$ cat src/rtl/nibble_serial_adder_ctrl.sv
// Wide adder built from one external 4-bit ripple-carry adder, stepped one
// nibble per clock (LSB first) behind valid/ready handshakes on both sides.
module nibble_serial_adder_ctrl #(
   parameter int WIDTH = 16
) (
   input  logic             clk,
   input  logic             rst,
   input  logic             in_valid,
   output logic             in_ready,
   input  logic [WIDTH-1:0] op_a,
   input  logic [WIDTH-1:0] op_b,
   input  logic             op_cin,
   output logic [3:0]       nib_a,
   output logic [3:0]       nib_b,
   output logic             nib_cin,
   input  logic [3:0]       nib_s,
   input  logic             nib_cout,
   output logic             out_valid,
   input  logic             out_ready,
   output logic [WIDTH-1:0] sum,
   output logic             cout,
   output logic             ovf
);

   localparam int NIBBLES = WIDTH / 4;
   localparam int IDX_W   = (NIBBLES > 1) ? $clog2(NIBBLES) : 1;
   localparam logic [IDX_W-1:0] LAST_IDX = IDX_W'(NIBBLES - 1);

   generate
      if ((WIDTH % 4) != 0 || WIDTH < 8) begin : g_bad_width
         $error("nibble_serial_adder_ctrl: WIDTH must be a multiple of 4 and at least 8");
      end
   endgenerate

   typedef enum logic [1:0] {IDLE, ADD, DONE} state_t;

   state_t             state_q, state_d;
   logic [IDX_W-1:0]   idx_q, idx_d;
   logic               carry_q, carry_d;
   logic [WIDTH-1:0]   a_q, a_d;
   logic [WIDTH-1:0]   b_q, b_d;
   logic [WIDTH-1:0]   sum_q, sum_d;
   logic               cout_q, cout_d;
   logic               ovf_q, ovf_d;

   // NOTE: every _d starts as its _q so no path through the case leaves a
   // variable unassigned; that is what keeps this block free of latches.
   always_comb begin
      state_d = state_q;
      idx_d   = idx_q;
      carry_d = carry_q;
      a_d     = a_q;
      b_d     = b_q;
      sum_d   = sum_q;
      cout_d  = cout_q;
      ovf_d   = ovf_q;
      case (state_q)
         IDLE: begin
            if (in_valid) begin
               a_d     = op_a;
               b_d     = op_b;
               carry_d = op_cin;
               idx_d   = '0;
               state_d = ADD;
            end
         end
         ADD: begin
            sum_d[4*idx_q +: 4] = nib_s;
            carry_d = nib_cout;
            idx_d   = idx_q + 1'b1;
            if (idx_q == LAST_IDX) begin
               // Signed overflow: like-signed operands producing a result of the other sign.
               cout_d  = nib_cout;
               ovf_d   = (a_q[WIDTH-1] == b_q[WIDTH-1]) && (nib_s[3] != a_q[WIDTH-1]);
               idx_d   = '0;
               state_d = DONE;
            end
         end
         DONE: begin
            if (out_ready) state_d = IDLE;
         end
         default: state_d = IDLE;
      endcase
   end

   // NOTE: sequential state uses non-blocking assignments so all flops
   // update together from values sampled before the edge.
   always_ff @(posedge clk or posedge rst) begin
      if (rst) begin
         state_q <= IDLE;
         idx_q   <= '0;
         carry_q <= 1'b0;
         a_q     <= '0;
         b_q     <= '0;
         sum_q   <= '0;
         cout_q  <= 1'b0;
         ovf_q   <= 1'b0;
      end else begin
         state_q <= state_d;
         idx_q   <= idx_d;
         carry_q <= carry_d;
         a_q     <= a_d;
         b_q     <= b_d;
         sum_q   <= sum_d;
         cout_q  <= cout_d;
         ovf_q   <= ovf_d;
      end
   end

   // The external adder is combinational, so its operands come straight off the registers.
   always_comb begin
      nib_a   = 4'h0;
      nib_b   = 4'h0;
      nib_cin = 1'b0;
      if (state_q == ADD) begin
         nib_a   = a_q[4*idx_q +: 4];
         nib_b   = b_q[4*idx_q +: 4];
         nib_cin = carry_q;
      end
   end

   assign in_ready  = (state_q == IDLE);
   assign out_valid = (state_q == DONE);
   assign sum       = sum_q;
   assign cout      = cout_q;
   assign ovf       = ovf_q;

endmodule

$ cat config.mk
export PLATFORM = sky130hd
export DESIGN_NAME = nibble_serial_adder_ctrl
export DESIGN_NICKNAME = d
export VERILOG_FILES = /design/src/rtl/nibble_serial_adder_ctrl.sv
export SDC_FILE = /design/constraint.sdc
export NUM_CORES = 1
export LEC_CHECK = 0
export CAP_MARGIN = 20
export CELL_PAD_IN_SITES_DETAIL_PLACEMENT = 1
export CELL_PAD_IN_SITES_GLOBAL_PLACEMENT = 2
export CORE_AREA = 2 2 124 78
export CTS_BUF_LIST = sky130_fd_sc_hd__clkbuf_8
export DETAILED_ROUTE_END_ITERATION = 10
export DIE_AREA = 0 0 126 80
export GPL_TIMING_DRIVEN = 0
export PLACE_DENSITY = 0.72
export REMOVE_ABC_BUFFERS = 1
export SLEW_MARGIN = 20
export SYNTH_ARGS = -nofsm -noshare
export SYNTH_HDL_FRONTEND = slang
export SYNTH_SLANG_ARGS = --single-unit
$ cat constraint.sdc
create_clock -name clk -period 2 [get_ports clk]
set_clock_uncertainty 0.15 [all_clocks]
set_input_delay 0.5 -clock clk [delete_from_list [all_inputs] [get_ports clk]]
set_output_delay 0.5 -clock clk [all_outputs]
set_load 0.01 [all_outputs]
==> results.sh <==
export IMPL_dp_hpwl_mm=4.412
export IMPL_nets=320
export IMPL_initial_utilization_pct=29.42
export IMPL_antenna_cells=0
export IMPL_r2r_cells=8
export IMPL_synth_edf_count=0
export IMPL_cts_tree="done"
export IMPL_crit_path_end="nib_b[2]"
export IMPL_seq_power_share_pct=32.4
export IMPL_yosys_warnings=0
export IMPL_die_area_sq_um=10080
export IMPL_crit_required_ns=1.35
export IMPL_fmax_mhz=432.6
export IMPL_rr_startpoint="idx_q[0]"
export IMPL_cp_startpoint="idx_q[0]"
export IMPL_gp_congestion=0.7232
export IMPL_yosysSeqAreaShare_pct=52.46
export IMPL_synth_cell_types=29
export IMPL_cp_end_kind="output port"
export IMPL_finalWorstSetupSlack_ns=-0.3114
export IMPL_clock_path_buffers=2
export IMPL_drc=0
export IMPL_p_clk_share_pct=9.8
export IMPL_r2r_end="sum[0]"
export IMPL_combPwrFrac_pct=57.8
export IMPL_tightest_slew_ns=0.3772
export IMPL_ys_seq_elements=55
export IMPL_layout_common_cells="clkdlybuf4s50_1 (59), dfrtp_1 (51), mux2_4 (27)"
export IMPL_drv_slew=0
export IMPL_num_vias=1779
export IMPL_dp_worst_setup_slack_ns=-0.8186
export IMPL_worst_ep_arrival_time_ns=1.66
export IMPL_timing_hold_ws_ns=0.3401
export IMPL_die_y_um=80
export IMPL_r2r_setup_slack_ns=0.01
export IMPL_cts_max_level=2
export IMPL_grt_max_degree=33
export IMPL_p_sw_share_pct=33.07
export IMPL_cp_start_kind="flip-flop"
export IMPL_relSlewSlack_pct=74.86
export IMPL_grt_pass1_vias=1941
export IMPL_fp_row_count=27
export IMPL_p_leak_nw=1.690
export IMPL_num_io_pins=71
export IMPL_antenna_found_initial=0
export IMPL_clock_sinks=55
export IMPL_final_common_cell="clkdlybuf4s50_1"
export IMPL_final_area_sq_um=3805
export IMPL_firstDrtPassIters=4
export IMPL_rsz0062_at_grt="yes"
export IMPL_power_density_nw_per_um2=1611
export IMPL_syn2layout_area_growth_pct=45.02
export IMPL_wl_mm=6.568
export IMPL_dpl_instance_area_sq_um=3395
export IMPL_ys_flop_type="dfrtp_1"
export IMPL_power_switching_mw=2.027
export IMPL_drive_gt1_share_pct=36.86
export IMPL_port_buffers=70
export IMPL_setup_tns_ns=-2.351
export IMPL_violations="negative setup slack"
export IMPL_grt_pass1_wl_mm=10.80
export IMPL_clk_pin_slew_ns=0.10
export IMPL_die_w_um=126
export IMPL_avgSynthCellArea_sq_um=14.26
export IMPL_cap_violations=0
export IMPL_crit_path_max_fanout=5
export IMPL_numCtsBuffers=5
export IMPL_finalCritPeriodShare_pct=115.6
export IMPL_finalHoldViolCount=0
export IMPL_drt_initial_drc_count=49
export IMPL_coreArea_sq_um=8919
export IMPL_synthArstFlopShare_pct=100.0
export IMPL_insertion_delay_ns=0.31
export IMPL_ctsHoldBuffers=0
export IMPL_p_int_mw=4.103
export IMPL_vdd_drop_max_uv=524.1
export IMPL_postSynthCellCount=184
export IMPL_path_class="flip-flop to output port"
export IMPL_avgRoutedWirePerCell_um=16.84
export IMPL_total_power_mw=6.130
export IMPL_vias_per_cell=4.562
export IMPL_period_needed_ns=2.311
export IMPL_cts_root_buf="clkbuf_8"
export IMPL_outcome="finished with violations"
export IMPL_setup_viol=8
export IMPL_netlist_area_sq_um=2624
export IMPL_min_path_type="flip-flop to flip-flop"
export IMPL_gr_total_overflow=0
export IMPL_gr_usage_all_layers_pct=14.00
export IMPL_drtAntennaViolNets=0
-- worst min-delay path by stage --
| stage | startpoint | cells past startpoint | to |
|---|---|---|---|
| 3_5_place_dp | sum[4] | 2 | sum[4] |
| 2_1_floorplan | b_q[10] | 1 | b_q[10] |
| 3_3_place_gp | sum[5] | 2 | sum[5] |
| 6_report | sum[4] | 2 | sum[4] |
| 4_1_cts | sum[4] | 2 | sum[4] |
| 5_1_grt | rst | 2 | a_q[0] |
-- metal layers --
metal | vias up | global-route usage (%) | wire length (um)
met2 | 39 | 21.83 | 2949
met1 | 902 | 19.31 | 3256
li1 | 832 | - | -
met3 | 6 | 4.223 | 324
met5 | - | 0 | 0
met4 | 0 | 2.967 | 38
-- Yosys cell counts (4+ instances only) --
library cell / n / area share [%]
o21ai_0: 12 / 2.3
mux2_2: 6 / 2.6
inv_1: 5 / 0.72
a22o_1: 8 / 2.7
mux4_2: 8 / 6.9
ha_1: 5 / 2.4
and2_1: 10 / 2.4
buf_6: 4 / 1.7
mux2_4: 27 / 15
nand2_1: 17 / 2.4
nand3b_1: 4 / 1.1
dfrtp_1: 55 / 52
-- logic make-up after synthesis --
| logic type | count (synthesis) | share of synthesized area (%) |
|---|---|---|
| AO/OA/AOI/OAI | 23 | 5.818 |
| adder cells (fa/ha/maj) | 5 | 2.384 |
| buffers and inverters | 14 | 4.531 |
| flip-flops | 55 | 52.46 |
| multiplexers | 41 | 24.89 |
| AND/OR/NAND/NOR | 46 | 9.919 |
-- power groups by stage --
stage / clock network, mW / logic [mW] / registers (mW)
2_1_floorplan: 0 / 1.60 / 2.05
6_report: 0.603 / 3.54 / 1.99
3_3_place_gp: 0 / 2.62 / 2.11
4_1_cts: 0.643 / 3.17 / 2.05
3_5_place_dp: 0 / 2.66 / 2.13
5_1_grt: 0.686 / 3.81 / 2.07
-- registers in the layout, indices dropped and copies added (netlist names) --
name / cells
a_q: 16
idx_q: 2
b_q: 16
state_q: 2
carry_q: 1
ovf: 1
cout: 1
sum: 16
-- repair_timing --
action / in CTS / in global routing
endpoints found under the setup margin: 37 / 25
resized for setup: 69 / 24
gates cloned: 1 / 0
pin swaps: 15 / 10
buffers inserted: 12 / 7
endpoints found under the hold margin: 0 / 0
-- worst max-delay path: stages, from the launching register on --
cell and delay [ns]:
dfrtp_4 0.45, buf_12 0.14, mux4_2 0.50, and2_4 0.16, buf_6 0.11
-- cell type report --
cell class | instances | area [sq um]
multi-input combinational | 116 | 1246
timing repair buffer | 90 | 919.6
inverter | 5 | 28.78
tap | 116 | 145.1
clock buffer | 5 | 68.82
fill | 941 | 5114
clock inverter | 3 | 12.51
sequential | 55 | 1384
-- metrics by stage --
stage | utilization (%) | instances
floorplan | - | 175
CTS | 41.23 | 383
finish | 42.66 | 390
detailed placement | 38.06 | 362
global route | 42.66 | 390
global placement | 37.78 | 361
No activity file was read; power rests on OpenSTA's default activity.
